$ cat src/rtl/arm_seq_ctrl_pkg.sv
// Shared definitions for the ARM multi-cycle sequencer: state encodings,
// instruction field positions and class codes, plus small decode helpers.
package arm_seq_ctrl_pkg;

    typedef enum logic [2:0] {
        ST_FETCH   = 3'd0,
        ST_DECODE  = 3'd1,
        ST_RS_READ = 3'd2,
        ST_EXEC    = 3'd3,
        ST_MEM     = 3'd4,
        ST_WB      = 3'd5,
        ST_HALT    = 3'd6
    } state_t;

    localparam int S_BIT = 20;
    localparam int I_BIT = 25;
    localparam int L_BIT = 20;

    localparam logic [1:0] CLS_DP  = 2'b00;
    localparam logic [1:0] CLS_LS  = 2'b01;
    localparam logic [1:0] CLS_BR  = 2'b10;
    localparam logic [1:0] CLS_UND = 2'b11;

    localparam logic [3:0] RD_PC = 4'hF;

    // Register-specified shift amount: needs an extra Rs read cycle.
    function automatic logic is_reg_shift(input logic [31:0] inst);
        return !inst[I_BIT] && inst[4] && !inst[7];
    endfunction

    // TST/TEQ/CMP/CMN only update flags, never Rd.
    function automatic logic is_test_op(input logic [3:0] opcode);
        return opcode[3:2] == 2'b10;
    endfunction

endpackage

$ cat src/rtl/arm_seq_ctrl_if.sv
// Instruction/data memory handshake bundle between the sequencer and memories.
interface arm_seq_ctrl_if;
    logic imem_req;
    logic imem_ack;
    logic ir_we;
    logic dmem_req;
    logic dmem_ack;
    logic dmem_we;

    modport master (
        output imem_req, ir_we, dmem_req, dmem_we,
        input  imem_ack, dmem_ack
    );

    modport slave (
        input  imem_req, ir_we, dmem_req, dmem_we,
        output imem_ack, dmem_ack
    );
endinterface

$ cat src/rtl/arm_wait_timer.sv
// Bus wait counter: counts cycles a request is held; expired flags the last
// permitted wait cycle so an ack in that same cycle still wins.
module arm_wait_timer #(
    parameter int TIMEOUT_CYCLES = 255
) (
    input  logic clk,
    input  logic rst,
    input  logic clear,
    input  logic enable,
    output logic expired
);
    localparam int W = $clog2(TIMEOUT_CYCLES + 1);

    logic [W-1:0] count_reg;

    always_ff @(posedge clk) begin
        if (rst || clear) begin
            count_reg <= '0;
        end else if (enable && !expired) begin
            count_reg <= count_reg + W'(1);
        end
    end

    assign expired = enable && (count_reg == W'(TIMEOUT_CYCLES - 1));
endmodule

$ cat src/rtl/arm_seq_ctrl.sv
// Multi-cycle control sequencer for the ARM core: steps fetch/decode/execute/
// memory/writeback and gates register-file and flag writes to one cycle each.
module arm_seq_ctrl
    import arm_seq_ctrl_pkg::*;
#(
    parameter int TIMEOUT_CYCLES = 255,
    parameter int CNT_W          = 32
) (
    input  logic              clk,
    input  logic              rst,
    input  logic [31:0]       inst,
    input  logic              cond_pass,
    arm_seq_ctrl_if.master    mem,
    output logic              rs_read,
    output logic              rd_we_en,
    output logic              cpsr_we_en,
    output logic              pc_inc,
    output logic              pc_branch,
    output logic              bus_fault,
    output logic              undef_inst,
    output logic [CNT_W-1:0]  retired,
    output logic [2:0]        state
);

    state_t           state_reg;
    logic             run_reg;
    logic             bus_fault_reg;
    logic [CNT_W-1:0] retired_reg;

    logic       fetch_act;
    logic       mem_act;
    logic       iack;
    logic       dack;
    logic       is_load;
    logic [1:0] cls;
    logic       expired;
    logic       retire_now;
    logic       unused_inst;

    // run_reg keeps every strobe low for the first cycle after reset.
    assign fetch_act = run_reg && (state_reg == ST_FETCH);
    assign mem_act   = (state_reg == ST_MEM);
    assign iack      = fetch_act && mem.imem_ack;
    assign dack      = mem_act && mem.dmem_ack;
    assign is_load   = inst[L_BIT];
    assign cls       = inst[27:26];

    assign mem.imem_req = fetch_act;
    assign mem.ir_we    = iack;
    assign mem.dmem_req = mem_act;
    assign mem.dmem_we  = mem_act && !is_load;

    assign bus_fault = bus_fault_reg;
    assign retired   = retired_reg;
    assign state     = state_reg;

    assign unused_inst = ^{inst[31:28], inst[19:16], inst[11:8], inst[6:5], inst[3:0]};

    arm_wait_timer #(
        .TIMEOUT_CYCLES (TIMEOUT_CYCLES)
    ) u_wait_timer (
        .clk     (clk),
        .rst     (rst),
        .clear   (!(fetch_act || mem_act) || iack || dack),
        .enable  (fetch_act || mem_act),
        .expired (expired)
    );

    always_comb begin
        rs_read    = 1'b0;
        rd_we_en   = 1'b0;
        cpsr_we_en = 1'b0;
        pc_inc     = 1'b0;
        pc_branch  = 1'b0;
        undef_inst = 1'b0;
        retire_now = 1'b0;
        case (state_reg)
            ST_DECODE: begin
                if (!cond_pass) begin
                    pc_inc     = 1'b1;
                    retire_now = 1'b1;
                end else if (cls == CLS_BR) begin
                    pc_branch  = 1'b1;
                    retire_now = 1'b1;
                end else if (cls == CLS_UND) begin
                    undef_inst = 1'b1;
                    pc_inc     = 1'b1;
                    retire_now = 1'b1;
                end
            end
            ST_RS_READ: rs_read = 1'b1;
            ST_EXEC: begin
                rd_we_en   = !is_test_op(inst[24:21]);
                cpsr_we_en = inst[S_BIT];
                // A PC destination means the ALU result already is the next PC.
                pc_inc     = !(rd_we_en && (inst[15:12] == RD_PC));
                retire_now = 1'b1;
            end
            ST_MEM: begin
                // Stores finish on the ack cycle itself; loads continue to WB.
                pc_inc     = dack && !is_load;
                retire_now = dack && !is_load;
            end
            ST_WB: begin
                rd_we_en   = 1'b1;
                pc_inc     = (inst[15:12] != RD_PC);
                retire_now = 1'b1;
            end
            default: ;
        endcase
    end

    always_ff @(posedge clk) begin
        if (rst) begin
            state_reg     <= ST_FETCH;
            run_reg       <= 1'b0;
            bus_fault_reg <= 1'b0;
            retired_reg   <= '0;
        end else begin
            run_reg <= 1'b1;
            if (retire_now) begin
                retired_reg <= retired_reg + CNT_W'(1);
            end
            case (state_reg)
                ST_FETCH: begin
                    if (iack) begin
                        state_reg <= ST_DECODE;
                    end else if (expired) begin
                        bus_fault_reg <= 1'b1;
                        state_reg     <= ST_HALT;
                    end
                end
                ST_DECODE: begin
                    if (!cond_pass) begin
                        state_reg <= ST_FETCH;
                    end else if (cls == CLS_DP) begin
                        state_reg <= is_reg_shift(inst) ? ST_RS_READ : ST_EXEC;
                    end else if (cls == CLS_LS) begin
                        state_reg <= ST_MEM;
                    end else begin
                        state_reg <= ST_FETCH;
                    end
                end
                ST_RS_READ: state_reg <= ST_EXEC;
                ST_EXEC:    state_reg <= ST_FETCH;
                ST_MEM: begin
                    if (dack) begin
                        state_reg <= is_load ? ST_WB : ST_FETCH;
                    end else if (expired) begin
                        bus_fault_reg <= 1'b1;
                        state_reg     <= ST_HALT;
                    end
                end
                ST_WB:   state_reg <= ST_FETCH;
                ST_HALT: state_reg <= ST_HALT;
                default: state_reg <= ST_FETCH;
            endcase
        end
    end

endmodule

$ cat src/flat_wrapper.sv
// flat-port wrapper written by rule: the top's interface ports become plain ports
module arm_seq_ctrl_flat import arm_seq_ctrl_pkg::*;
#(
    parameter int TIMEOUT_CYCLES = 255,
    parameter int CNT_W          = 32
)
  (clk, rst, inst, cond_pass, rs_read, rd_we_en, cpsr_we_en, pc_inc, pc_branch, bus_fault, undef_inst, retired, state, mem_imem_req, mem_ir_we, mem_dmem_req, mem_dmem_we, mem_imem_ack, mem_dmem_ack);
  arm_seq_ctrl_if mem_i ();
  input  logic clk;
  input  logic rst;
  input  logic [31:0] inst;
  input  logic cond_pass;
  output logic rs_read;
  output logic rd_we_en;
  output logic cpsr_we_en;
  output logic pc_inc;
  output logic pc_branch;
  output logic bus_fault;
  output logic undef_inst;
  output logic [CNT_W-1:0] retired;
  output logic [2:0] state;
  output wire logic [$bits(mem_i.imem_req)-1:0] mem_imem_req;
  output wire logic [$bits(mem_i.ir_we)-1:0] mem_ir_we;
  output wire logic [$bits(mem_i.dmem_req)-1:0] mem_dmem_req;
  output wire logic [$bits(mem_i.dmem_we)-1:0] mem_dmem_we;
  input wire logic [$bits(mem_i.imem_ack)-1:0] mem_imem_ack;
  input wire logic [$bits(mem_i.dmem_ack)-1:0] mem_dmem_ack;
  assign mem_imem_req = mem_i.imem_req;
  assign mem_ir_we = mem_i.ir_we;
  assign mem_dmem_req = mem_i.dmem_req;
  assign mem_dmem_we = mem_i.dmem_we;
  assign mem_i.imem_ack = mem_imem_ack;
  assign mem_i.dmem_ack = mem_dmem_ack;
  arm_seq_ctrl #(.TIMEOUT_CYCLES(TIMEOUT_CYCLES), .CNT_W(CNT_W)) u_core (.clk(clk), .rst(rst), .inst(inst), .cond_pass(cond_pass), .mem(mem_i), .rs_read(rs_read), .rd_we_en(rd_we_en), .cpsr_we_en(cpsr_we_en), .pc_inc(pc_inc), .pc_branch(pc_branch), .bus_fault(bus_fault), .undef_inst(undef_inst), .retired(retired), .state(state));
endmodule
$ cat config.mk
export PLATFORM = sky130hd
export DESIGN_NAME = arm_seq_ctrl_flat
export DESIGN_NICKNAME = d
export VERILOG_FILES = /design/src/rtl/arm_seq_ctrl_pkg.sv /design/src/rtl/arm_seq_ctrl_if.sv /design/src/rtl/arm_wait_timer.sv /design/src/rtl/arm_seq_ctrl.sv /design/src/flat_wrapper.sv
export SDC_FILE = /design/constraint.sdc
export NUM_CORES = 1
export LEC_CHECK = 0
export ABC_AREA = 1
export BUFFER_PORTS_ARGS = -buffer_cell sky130_fd_sc_hd__buf_2
export CAP_MARGIN = 20
export CORE_MARGIN = 4
export CORE_UTILIZATION = 55
export DETAILED_ROUTE_END_ITERATION = 8
export PLACE_DENSITY = 0.83
export SYNTH_ARGS = -nofsm -noshare
export SYNTH_HDL_FRONTEND = slang
export SYNTH_SLANG_ARGS = --single-unit
$ cat constraint.sdc
create_clock -name clk -period 2.8 [get_ports clk]
set_input_delay 0.28 -clock clk [delete_from_list [all_inputs] [get_ports clk]]
set_output_delay 0.28 -clock clk [all_outputs]
set_load 0.01 [all_outputs]
==> results.ini <==
[outcome]
status=complete, no violations

[place]
hpwl_um=5060
placement.io_buffers=62
place_congestion=0.903
dpl_cell_area_um2=3030
post-place-cells=558

[sta]
fin_hold_ws_ns=0.331
finClkSkew_ns=0.00919
drv_slew=0
post-route-min-period_ns=1.89
worstMarginPinSlew_ns=0.512
setup_tns_ns=0
fmax_mhz=528
slew-limit-headroom_pct=65.8
finalHoldViolations=0
grt_setup_unrepaired=false
min_period_over_period_pct=67.7
setup_viol=0

[drt]
dr.pass1.iters=4
ant_nets=0
post_drt_wl_per_cell_um=11.7
via_per_inst=5.18
remaining_drc_errors=0
initialDrtViolationCount=174
vias=2934
finalWirelength_um=6630

[cells_and_area]
n_antenna_cell=0
largest_reg_flops=32
syn2layout_area_growth_pct=15.9
final_cells=566
drive_gt1_share_pct=16.4
design_area_um2=3110
nets=538
postLayoutCoreUtil_pct=65.9

[synthesis]
ys_async_sr_fraction_pct=0
synth_nets=477
syn_area_per_cell_um2=6.14
synth.top_cell.area_share_pct=33.6
synth-seq-cells=45
synthFlopType=dfxtp_1
synth_edf_count=0
syn_area_um2=2680
yosys.area.top_type=dfxtp_1
yosys-top-cells-area=dfxtp_1 (34%), nand2_1 (21%), nor2_1 (10%)
ys_warn_count=0
netlist_instances=437
synth_commonest_cells=nand2_1 (149), nor2_1 (75), dfxtp_1 (45)
synth.most_common_cell=nand2_1
synth_cell_types=34
yosysSeqAreaShare_pct=33.6

[power_and_ir_drop]
switching_share_pct=25.7
sequentialPowerShare_pct=57.3
p_int_uw=844
p_comb_share_pct=7.5
p_sw_uw=291
irDropWorstVdd_v=0.000213
p_clk_share_pct=35.2
p_leak_uw=0.00125
powerDensity_nw_per_um2=365

[floorplan]
core_area_um2=4720
ios=83
dieArea_um2=6060
fp.dieW_um=77.9
fp-row-count=25
die_h_um=77.9
floorplan.initialDensity_pct=56.8

[clock_network]
cts_buffers=5
cts_root_buf=clkbuf_8
cts_setup_buffers=0
htree_levels=2
holdBufCountCts=0
path_clk_slew_ns=0.08
clock_path_buffers=2
clkLatencyLatePin_ns=0.30
cts_tree=built
clkSinkCount=45
cts_resized=0

[critical_path]
path_max_fanout=11
critPathSlowestCell=dfxtp_1
crit_arrival_ns=1.61
cp_num_buf_inv=2
cp-start-kind=flip-flop
crit_type=reg2out
end_kind=primary output
path_cells=inv_1 > nand2_1 > nand3_2 > a41o_1 > nand4_1 > buf_2
required_ns=2.52
max_stage_delay_ns=0.53
timing.critical_path.max_delay_family=flip-flops

[grt]
overflow=0
track_usage_pct=22.4
grt_pass1_vias=2596
grt_pass1_wl_um=11200
antenna_found_initial=0
grt_max_degree=28

[flow_run]
drv_cap=0

[hold_path]
hold_class=in2reg

logic make-up after synthesis:
family                     share of synthesized area [%]
and+or+nand+nor                                     42.3
AOI/OAI and AO/OA                                   10.1
buffers and inverters                               8.07
DFF                                                 33.6
xor gates and xnor gates                            4.57
adders and majority gates                           1.40
final cells by class:
class / count / area [um2]
timing repair buffer: 62 / 310
inverter: 43 / 164
clock inverter: 3 / 17.5
fill: 465 / 1610
clock buffer: 5 / 68.8
multi-input combinational: 341 / 1570
sequential: 45 / 901
tap: 67 / 83.8
worst register-to-register path, stage by stage, from the launching register on:
cell and delay (ns):
dfxtp_1 0.53, inv_1 0.13, nand2_1 0.12, nand3_2 0.11
nand3_4 0.31, inv_4 0.17, nor2_2 0.17, nand3_1 0.10
nand2_1 0.08, nor2_1 0.05
per-layer routing:
layer / up-vias / share of wire (%) / GRT usage (%) / wire length (um)
li1: 1509 / - / - / -
met2: 79 / 48 / 39.3 / 3180
met3: 8 / 5.7 / 4.87 / 375
met1: 1338 / 45 / 27.2 / 2990
met4: 0 / 1.3 / 6.58 / 83
met5: - / 0 / 0 / 0
metrics by stage:
step,power [uW],setup slack (ns)
2_1_floorplan,723,1.37
3_3_place_gp,748,1.03
6_report,1140,0.906
4_1_cts,1150,0.900
5_1_grt,1180,0.706
3_5_place_dp,751,0.949
cells in the final DEF, fill, tap and decap left out, types with 2 or more instances in the layout:
cell,instances
ha_1,3
a21oi_1,34
o21ai_0,5
clkinv_2,2
nor4_1,2
clkbuf_8,5
nand3_1,26
nand2_1,149
nand3b_1,2
xor2_1,8
inv_1,39
o21bai_1,2
inv_2,3
xnor2_1,6
dfxtp_1,45
buf_2,62
nor3_1,5
nor2_1,75
o21ai_1,5
o22ai_1,2
nor2_2,3
nand4_1,4
path summary, 6_finish.rpt:
kind,to,slack [ns],startpoint,cells after the start
setup / recovery,pc_inc,0.91,u_core.state[2]$_SDFF_PP0_,6
hold reg to reg,u_core.bus_fault$_SDFFE_PP0P_,0.45,u_core.bus_fault$_SDFFE_PP0P_,2
setup reg to reg,u_core.retired[16]$_SDFFE_PP0P_,0.94,u_core.state[2]$_SDFF_PP0_,9
hold / removal,u_core.state[0]$_SDFF_PP0_,0.33,inst[7],3
power by group through the flow:
stage	combinational [uW]	sequential [uW]	clock [uW]
detailed placement	85.2	666	0
global route	95.3	652	436
global placement	82.7	665	0
floorplan	58.5	664	0
finish	85.0	651	400
CTS	85.3	651	410
(Power assumes the default switching activity.)
